--- src/rtl/stat_disp_pkg.sv ---
// Shared constants for the statistics seven-segment display.
package stat_disp_pkg;

    localparam int NUM_DIGITS = 8;

    // Counter source selects
    localparam logic [2:0] SEL_TOTAL     = 3'd0;
    localparam logic [2:0] SEL_COND      = 3'd1;
    localparam logic [2:0] SEL_UNCOND    = 3'd2;
    localparam logic [2:0] SEL_COND_SUCC = 3'd3;
    localparam logic [2:0] SEL_LU        = 3'd4;

    // Active-high {g,f,e,d,c,b,a} glyphs for hex digits 0-F
    localparam logic [6:0] SEG_HEX [16] = '{
        7'h3F, 7'h06, 7'h5B, 7'h4F, 7'h66, 7'h6D, 7'h7D, 7'h07,
        7'h7F, 7'h6F, 7'h77, 7'h7C, 7'h39, 7'h5E, 7'h79, 7'h71
    };

    // Binary-to-BCD converter states
    typedef enum logic [0:0] {
        BCD_IDLE = 1'b0,
        BCD_CONV = 1'b1
    } bcd_state_e;

endpackage

--- src/rtl/stat_seg_display_seg7_decode.sv ---
// Nibble to active-low seven-segment pattern {g..a}.
module seg7_decode
    import stat_disp_pkg::*;
(
    input  logic [3:0] nib,
    output logic [6:0] seg_n
);

    // Look up the glyph and invert for the active-low display
    always_comb begin
        seg_n = ~SEG_HEX[nib];
    end

endmodule

--- src/rtl/stat_seg_display.sv ---
// Performance-counter display: selects one of five counters, snapshots it
// (frozen while the CPU is locked) and scans it onto an 8-digit active-low
// seven-segment display.
// Optional build macro STAT_DISP_BCD_EN: show the snapshot in decimal via a
// 32-cycle sequential double-dabble converter; dp lights on overflow (>8 digits).
module stat_seg_display #(
    parameter int SCAN_DIV   = 50000,
    parameter int NUM_DIGITS = 8
) (
    input  logic        clk,
    input  logic        rst,
    input  logic [2:0]  sel,
    input  logic [31:0] total,
    input  logic [31:0] conditional,
    input  logic [31:0] unconditional,
    input  logic [31:0] conditional_success,
    input  logic [31:0] lu_times,
    input  logic        lock,
    output logic [7:0]  seg,
    output logic [7:0]  an,
    output logic        busy
);
    import stat_disp_pkg::*;

    localparam int IDX_W = $clog2(NUM_DIGITS);
    localparam int DIV_W = (SCAN_DIV > 2) ? $clog2(SCAN_DIV) : 1;

    logic [2:0]       sel_q;
    logic [31:0]      snap_q, snap_d, src_mux_s;
    logic [31:0]      disp_q, disp_d;
    logic             ovf_q, ovf_d;
    logic [DIV_W-1:0] div_q, div_d;
    logic [IDX_W-1:0] idx_q, idx_d;
    logic [7:0]       seg_q, seg_d, an_q, an_d;
    logic             busy_q, busy_d;
    logic             ld_s;
    logic [3:0]       nib_s;
    logic [6:0]       glyph_s;

    // Counter source multiplexer; unused selects read as zero
    always_comb begin
        case (sel)
            SEL_TOTAL:     src_mux_s = total;
            SEL_COND:      src_mux_s = conditional;
            SEL_UNCOND:    src_mux_s = unconditional;
            SEL_COND_SUCC: src_mux_s = conditional_success;
            SEL_LU:        src_mux_s = lu_times;
            default:       src_mux_s = 32'd0;
        endcase
    end

    // Snapshot reloads while running, or on a select change even when halted
    always_comb begin
        ld_s = !lock || (sel != sel_q);
        if (ld_s) begin
            snap_d = src_mux_s;
        end else begin
            snap_d = snap_q;
        end
    end

    // Digit scan divider and registered digit outputs
    always_comb begin
        if (div_q == DIV_W'(SCAN_DIV - 1)) begin
            div_d = '0;
            idx_d = idx_q + IDX_W'(1);
        end else begin
            div_d = div_q + DIV_W'(1);
            idx_d = idx_q;
        end
        nib_s = disp_q[{idx_q, 2'b00} +: 4];
        an_d  = ~(8'b0000_0001 << idx_q);
        seg_d = {~ovf_q, glyph_s};
    end

    seg7_decode u_dec (
        .nib   (nib_s),
        .seg_n (glyph_s)
    );

`ifdef STAT_DISP_BCD_EN
    bcd_state_e  state_q, state_d;
    logic [4:0]  cnt_q, cnt_d;
    logic [39:0] acc_q, acc_d, adj_s, shifted_s;
    logic [31:0] src_q, src_d, last_q, last_d;

    function automatic logic [39:0] add3_all(input logic [39:0] a);
        logic [39:0] r;
        r = a;
        for (int i = 0; i < 10; i++) begin
            if (a[4*i +: 4] >= 4'd5) begin
                r[4*i +: 4] = a[4*i +: 4] + 4'd3;
            end else begin
                r[4*i +: 4] = a[4*i +: 4];
            end
        end
        return r;
    endfunction

    // Double-dabble step: add-3 correction then shift in the next source bit
    always_comb begin
        state_d   = state_q;
        cnt_d     = cnt_q;
        acc_d     = acc_q;
        src_d     = src_q;
        last_d    = last_q;
        disp_d    = disp_q;
        ovf_d     = ovf_q;
        adj_s     = add3_all(acc_q);
        shifted_s = {adj_s[38:0], src_q[31]};
        case (state_q)
            BCD_IDLE: begin
                if (snap_q != last_q) begin
                    state_d = BCD_CONV;
                    src_d   = snap_q;
                    last_d  = snap_q;
                    acc_d   = 40'd0;
                    cnt_d   = 5'd0;
                end else begin
                    state_d = BCD_IDLE;
                end
            end
            BCD_CONV: begin
                acc_d = shifted_s;
                src_d = {src_q[30:0], 1'b0};
                cnt_d = cnt_q + 5'd1;
                if (cnt_q == 5'd31) begin
                    state_d = BCD_IDLE;
                    disp_d  = shifted_s[31:0];
                    ovf_d   = |shifted_s[39:32];
                end else begin
                    state_d = BCD_CONV;
                end
            end
            default: state_d = BCD_IDLE;
        endcase
        busy_d = (state_d == BCD_CONV);
    end

    // Converter state registers
    always_ff @(posedge clk) begin
        if (rst) begin
            state_q <= BCD_IDLE;
            cnt_q   <= 5'd0;
            acc_q   <= 40'd0;
            src_q   <= 32'd0;
            last_q  <= 32'd0;
        end else begin
            state_q <= state_d;
            cnt_q   <= cnt_d;
            acc_q   <= acc_d;
            src_q   <= src_d;
            last_q  <= last_d;
        end
    end
`else
    // Hex build: display follows the snapshot one cycle later
    always_comb begin
        disp_d = snap_q;
        ovf_d  = 1'b0;
        busy_d = 1'b0;
    end
`endif

    // Datapath and output registers
    always_ff @(posedge clk) begin
        if (rst) begin
            sel_q  <= 3'd0;
            snap_q <= 32'd0;
            disp_q <= 32'd0;
            ovf_q  <= 1'b0;
            div_q  <= '0;
            idx_q  <= '0;
            seg_q  <= 8'hFF;
            an_q   <= 8'hFF;
            busy_q <= 1'b0;
        end else begin
            sel_q  <= sel;
            snap_q <= snap_d;
            disp_q <= disp_d;
            ovf_q  <= ovf_d;
            div_q  <= div_d;
            idx_q  <= idx_d;
            seg_q  <= seg_d;
            an_q   <= an_d;
            busy_q <= busy_d;
        end
    end

    assign seg  = seg_q;
    assign an   = an_q;
    assign busy = busy_q;

endmodule
--- config.mk ---
export PLATFORM = sky130hd
export DESIGN_NAME = stat_seg_display
export DESIGN_NICKNAME = d
export VERILOG_FILES = /design/src/rtl/stat_disp_pkg.sv /design/src/rtl/stat_seg_display_seg7_decode.sv /design/src/rtl/stat_seg_display.sv
export SDC_FILE = /design/constraint.sdc
export NUM_CORES = 1
export LEC_CHECK = 0
export ABC_CLOCK_PERIOD_IN_PS = 3300
export CAP_MARGIN = 20
export CORE_ASPECT_RATIO = 1.1
export CORE_MARGIN = 2
export CORE_UTILIZATION = 33
export DETAILED_ROUTE_END_ITERATION = 6
export PLACE_DENSITY = 0.63
export SLEW_MARGIN = 0
export SYNTH_ARGS = -nofsm -noshare
export SYNTH_HDL_FRONTEND = slang
export SYNTH_SLANG_ARGS = --single-unit
export TNS_END_PERCENT = 5
--- constraint.sdc ---
create_clock -name clk -period 3.3 [get_ports clk]
set_input_delay 0.825 -clock clk [delete_from_list [all_inputs] [get_ports clk]]
set_output_delay 0.825 -clock clk [all_outputs]
set_load 0.005 [all_outputs]
==> results.cfg <==
[detailed_routing]
drt_pass1_iterations = 4
drt_wl_total_um = 13700
drc_errors = 0
vias_per_cell = 4.92
ant_nets = 0
drtIter0Drc = 243
via_count = 4340
routedWlPerCell_um = 15.5

[logic_synthesis]
yosys_warnings = 0
ys_ff_latch = 101
synthCells = 521
synth_seq_area_share_pct = 41.9
synth_commonest_cells = dfxtp_1, nor2_1, nand2_1
synth_area_leader_cell = dfxtp_1
synth.area.top_cells = dfxtp_1, mux2i_1, a221oi_1
synthDominantCellAreaShare_pct = 41.9
ys.flop_type = dfxtp_1
synthArstFlopShare_pct = 0
synth_nets = 700
netlist_area_mm2 = 0.00483
synth-edff-count = 0
yosysMostFrequentCell = dfxtp_1
avgSynthCellArea_um2 = 9.26
ys_types = 50

[clock_network]
root_buffer = clkbuf_16
postCtsSetupRepairBufs = 0
cts_buffers = 9
clock-sinks = 101
cts_resized = 0
h-tree-depth = 3
cts_tree = done
ctsHoldBuffers = 0
cts.path.max_buffers = 2
clock_latency_ns = 0.34
clkTransAtPathRegs_ns = 0.07

[outcome]
outcome = finished clean

[floorplan]
chipWidth_um = 119
die_area_mm2 = 0.0156
io_pins = 183
initial_utilization_pct = 33.5
fp.dieH_um = 131
rows = 46
coreArea_mm2 = 0.0144

[power_and_ir_drop]
sw_frac_of_total_pct = 22.4
combPwrFrac_pct = 16.0
switching_power_mw = 0.618
internal_power_mw = 2.14
p_leak_nw = 2.63
p_per_area_mw_per_mm2 = 388
finalPower_mw = 2.75
power_frac_clock_pct = 37.6
peakVddDrop_v = 0.000251
sequentialPowerShare_pct = 46.4

[critical_path]
cp_max_fo = 9
critical_path_buf_inv_count = 1
arrival_ns = 3.10
crit_required_ns = 3.51
ff2ff_path_depth = 7
startpoint_type = flop
regToRegSetupSlack_ns = 0.41
cp_slowest_cell = mux4_1
crit_path_end_kind = flop
reg2reg_from = idx_q[0]$_SDFFE_PP0N_
critPathKind = flop to flop
timing.rr.end = seg[0]$_SDFF_PP1_
cp_top_family = multiplexers
slowest_delay_ns = 0.62
cp_cell_sequence = mux4_1, mux2i_1, inv_1, ha_1, a2111o_1, o41ai_1, nor3_2

[timing]
rsz0062_at_grt = false
setup_viol = 0
slew_viol_final = 0
fin_setup_tns_ns = 0
max_freq_ghz = 0.347
worst_pin_slew_ns = 0.695
finalCritPeriodShare_pct = 87.4
hold_violations = 0
fin_skew_ns = 0.00672
slew_headroom_pct = 53.5
min_period_ns = 2.89
whs_ns = 0.435

[placed_design]
portBuffers = 180
hpwl_um = 11100
gp_congestion = 0.908

[hold_path]
whs_path_depth = 2
hold-path-endpoint = disp_q[6]$_SDFF_PP0_
hold_path_class = flop to flop
hp-start = disp_d[6]$_SDFFE_PP0P_

[global_route]
grt-ovfl-total = 0
grt_pass1_vias = 4506
grt_pass1_wl_um = 22000
grt_antenna_before_repair = 1
grtUsageTotal_pct = 17.7
grt_start_max_net_pins = 56

[cells_and_area]
area_delta_synth_final_pct = 46.9
fin_nets = 863
fillCellCount = 1454
finalCoreUtilization_pct = 49.3
drive_gt1_share_pct = 6.10

[job]
maxCapViolations = 0
-- routing by layer --
layer	up-vias	global-route usage (%)	share of wire [%]
met5	-	0	0
met4	0	7.54	2.4
met3	21	4.04	6.3
met2	144	31.9	50
met1	1996	20.2	41
li1	2179	-	-
-- metrics by stage --
step	instances	cell area, um^2	setup slack [ns]
3_5_place_dp	865	6780	0.301
2_1_floorplan	521	4830	0.900
4_1_cts	881	7090	0.357
6_report	882	7090	0.414
3_3_place_gp	865	6780	0.412
5_1_grt	882	7090	0.169
-- power groups by stage --
stage / Clock [mW] / Combinational [mW] / Sequential, mW
final: 1.03 / 0.442 / 1.28
after global routing: 1.11 / 0.481 / 1.28
after CTS: 1.06 / 0.446 / 1.28
after detailed placement: 0 / 0.445 / 1.31
after global placement: 0 / 0.441 / 1.30
after floorplan: 0 / 0.182 / 1.30
-- layout make-up --
class	instances	area (um^2)	share of cell area [%]
inverter	30	113	1.59
clock inverter	3	26.3	0.371
sequential	101	2020	28.5
tap	192	240	3.39
multi-input combinational	353	2530	35.8
antenna	1	2.50	0.0353
timing repair buffer	189	1870	26.4
clock buffer	13	280	3.95
-- logic make-up after synthesis --
family	synth area share (%)
and+or+nand+nor	15.3
AOI/OAI and AO/OA	17.3
DFF	41.9
buffers and inverters	5.89
muxes	12.8
xor gates and xnor gates	3.27
adders and majority gates	3.37
other	0.156
-- worst min-delay path, delay by kind of cell, from the launching register on --
kind | cells | cell delay [ns]
AND/OR/NAND/NOR | 1 | 0.04
buffers and inverters | 1 | 0.06
flip-flops | 1 | 0.30
-- cells in the final DEF, fill, tap and decap left out, types with 3 or more instances in the layout --
cell type,synthesis,routed
clkdlybuf4s50_1,0,178
dfxtp_1,101,101
nor2_1,50,50
nand2_1,46,46
mux2i_1,37,37
o21ai_0,35,35
a221oi_1,31,31
inv_1,29,29
o32ai_1,22,22
nor2b_1,15,15
ha_1,13,13
nand2b_1,12,12
o21ai_1,12,12
nand3_1,11,11
xnor2_1,10,10
clkbuf_16,0,9
xor2_1,8,8
buf_4,2,8
mux4_1,5,5
nand4_1,4,4
nor3_1,5,4
clkbuf_8,0,4
and3_1,3,3
a31oi_1,3,3
nor3_2,2,3
-- worst max path at each step --
stage	start	endpoint	slack, ns	cells after the start
2_1_floorplan	idx_q[0]$_SDFFE_PP0N_	seg[0]$_SDFF_PP1_	0.90	8
3_3_place_gp	sel[2]	disp_d[6]$_SDFFE_PP0P_	0.41	7
3_5_place_dp	sel[2]	disp_d[10]$_SDFFE_PP0P_	0.30	7
4_1_cts	idx_q[0]$_SDFFE_PP0N_	seg[0]$_SDFF_PP1_	0.36	7
5_1_grt	idx_q[0]$_SDFFE_PP0N_	seg[0]$_SDFF_PP1_	0.17	7
6_report	idx_q[0]$_SDFFE_PP0N_	seg[0]$_SDFF_PP1_	0.41	7
-- sequential cells by signal, indices dropped and copies added (netlist names) --
name    cells
disp_d     32
disp_q     32
div_q      16
an          8
seg         7
idx_q       3
sel_q       3
(Power assumes the default switching activity.)
==> edit (same settings) <==
The option `STAT_DISP_BCD_EN` is turned on by a define.
--- a/src/rtl/stat_seg_display.sv
+++ b/src/rtl/stat_seg_display.sv
@@ -3,6 +3,8 @@
 // seven-segment display.
 // Optional build macro STAT_DISP_BCD_EN: show the snapshot in decimal via a
 // 32-cycle sequential double-dabble converter; dp lights on overflow (>8 digits).
+`define STAT_DISP_BCD_EN
+
 module stat_seg_display #(
     parameter int SCAN_DIV   = 50000,
     parameter int NUM_DIGITS = 8
Behaviour: not the same (a bounded check fails within 4 cycles, from zero or initial values and one cycle with rst high).
==> edit against the unedited design <==
Worst setup slack improved by 0.20 ns; count of clock-buffer cells in the layout rose by 20; design area rose by 95%; area after synthesis increased by 120%; sequential cell count is 112 higher; critical path depth fell by 1; critical endpoint is now cnt_q[0]; largest power group unchanged; die area up 120%; sequential power increased by 110%; routed wire length is 110% higher; sequential share of layout area grew 2.3 points; power grew 120%; hold slack got worse by 0.031 ns.
==> edit: results (changes against the unedited design) <==
- Clock transition at the registers of the reported paths: approximately 0.060 ns
* Gates resized, CTS repair: 0 (unchanged)
* Routed wire length per instance: 15.4 µm (-0.29%)
- Number of post-CTS setup repair buffers: 0 (unchanged)
- The wire length of the first global-routing pass is 46400 µm (+110%).
- The share of flip-flops with an asynchronous set or reset after synthesis came to 0% (unchanged).
* Synth Area in Adders: 4.05% (+0.68 points)
- Detailed-routing iteration count for the pre-antenna-repair pass: 5 (+1)
- Largest buffer count on any clock path: 3 (+1)
* Tot GR Track Use: 16.4% (-1.2 points)
- Residual antenna-violating net count after detailed routing: 0 (unchanged)
- Xor/xnor share of the synthesized area: 4.85% (+1.6 points)
- The number of filler instances in the final layout is 3212 (+120%).
- Standby leakage power: 0.00504 µW (+92%)
- Worst skew pair latency: 0.52 ns (+0.18 ns)
- Placed inst area: 13100 µm² (+93%)
- Worst Path Max Fanout: 34 (+25)
- Detailed placer's ending HPWL: 20900 µm (+89%)
- The quantity of I/O buffers inserted on ports came to 182 (+1.1%).
- Number of warnings issued by yosys: 0 (unchanged)
- Largest reg by FF count: acc_q
* VDD IR max: 411 µV (+64%)
- Slew margin rel.: 38.8% (-15 points)
* Portion of netlist area occupied by mux cells: 10.5% (-2.3 points)
- Max H-tree Level: 1 (-2)
- Arrival time of the worst setup path: 3.12 ns (+0.02 ns)
* Nets@finish: 1604 (+86%)
- The share of layout cells above drive strength 1 is 7.40% (+1.3 points).
* Cell count after synthesis: 1256 (+140%)
* Cts hold-fix bufs: 0 (unchanged)
* Hold/Removal Path Class: flip-flop to flip-flop
- By count the netlist is led by sky130_fd_sc_hd__dfxtp_1, sky130_fd_sc_hd__nand2_1, sky130_fd_sc_hd__a21oi_1.
* Count of inserted antenna diode cells: 0 (-1)
- The flow ran to the end, and the final reports show no timing, DRC or antenna violations.
- Antenna violations before repair: 0 (-1)
- Vias in the first global route: 8986 (+99%)
* Top flip-flop cell by instance count after synthesis: sky130_fd_sc_hd__dfxtp_1
* Net count of the mapped netlist: 1457 (+110%)
* Worst Skew: 0.0278 ns (+0.0211 ns)
* Largest net degree at the start of global routing: 89 (+59%)
- Layout Cells excl Fill: 1845 (+110%)
- Gpl congestion: 0.778 (-14%)
- Cts bufs inserted: 23 (+14)
- Total vias in the final route: 9346 (+120%)
- Number of distinct library cells after synthesis: 52 (+4.0%)
* Number of flip-flops in the largest register: 40
- Root buffer cell: sky130_fd_sc_hd__clkbuf_16
- By area the synthesized netlist is led by sky130_fd_sc_hd__dfxtp_1, sky130_fd_sc_hd__mux2i_1, sky130_fd_sc_hd__nand2_1.
- The proportion of total power due to net switching came to 25.7% (+3.3 points).
- The compound-cell area share of the yosys netlist came to 19.7% (+2.4 points).
- Initial DRC Count: 475 (+95%)
* Part of the Yosys area used for sequential elements: 39.4% (-2.5 points)
[edit: cell count changes in the layout (fill, tap and decap cells not counted), sizes merged, moves of 31 or more]
cell    before  now
nand2       46  191
o311a        0   31
inv         31   69
a21oi        2  108
dfxtp      101  213
mux2i       39   79
nand4        4   41
a22o         1   52
a221oi      31    0
o21ai       47   93
xnor2       10   59
[edit: worst max-delay path, stage by stage (launching register included)]
cell and delay, ns:
sky130_fd_sc_hd__dfxtp_1 0.35, sky130_fd_sc_hd__xnor2_1 0.33, sky130_fd_sc_hd__nand4_1 0.33, sky130_fd_sc_hd__nor4_4 0.70
sky130_fd_sc_hd__and3_1 0.26, sky130_fd_sc_hd__buf_4 0.40, sky130_fd_sc_hd__mux2_2 0.23
[edit: cell families (layout without fill, tap and decap cells)]
logic type	after synthesis	count (layout)
compound gates	330	330
mux	102	102
flops	213	213
fa+ha+maj	35	35
xor+xnor	60	60
simple gates	360	360
buf+inv	156	319
[edit: final cells by class]
cell class                 instances  area, µm²  share of cell area (%)
multi-input combinational        887       5960                    43.1
tap                              426        533                    3.85
clock buffer                      33        683                    4.94
inverter                          67        251                    1.82
timing repair buffer             211       2080                    15.0
sequential                       213       4270                    30.8
clock inverter                     8       56.3                   0.407
[edit: power by group through the flow]
stage | combinational (µW) | sequential [µW] | clock (µW)
after CTS | 860 | 2710 | 2570
after global routing | 929 | 2710 | 2690
final | 851 | 2710 | 2510
after global placement | 849 | 2760 | 0
after detailed placement | 857 | 2760 | 0
after floorplan | 480 | 2750 | 0
[edit: per-layer routing]
| layer | GRT usage, % | up-vias | routed length (µm) |
|---|---|---|---|
| li1 | - | 4737 | - |
| met1 | 20.1 | 4306 | 12000 |
| met2 | 29.2 | 270 | 14000 |
| met3 | 3.04 | 33 | 1820 |
| met4 | 4.62 | 0 | 700 |
| met5 | 0 | - | 0 |
[edit: path summary, 6_finish.rpt]
path	start	endpoint	slack (ns)	cells after the start
worst max-delay path	snap_q[27]	cnt_q[0]	0.62	6
worst min-delay path	ovf_q	seg[7]	0.40	1
worst max register to register	snap_q[27]	cnt_q[0]	0.62	6
worst min register to register	ovf_q	seg[7]	0.40	1
[edit: metrics by stage]
stage | total power [µW] | worst slack (ns) | hold slack [ns]
3_3_place_gp | 3610 | 0.318 | 0.394
5_1_grt | 6330 | 0.463 | 0.414
2_1_floorplan | 3230 | 1.03 | 0.355
6_report | 6060 | 0.615 | 0.404
4_1_cts | 6130 | 0.579 | 0.410
3_5_place_dp | 3620 | 0.577 | 0.394
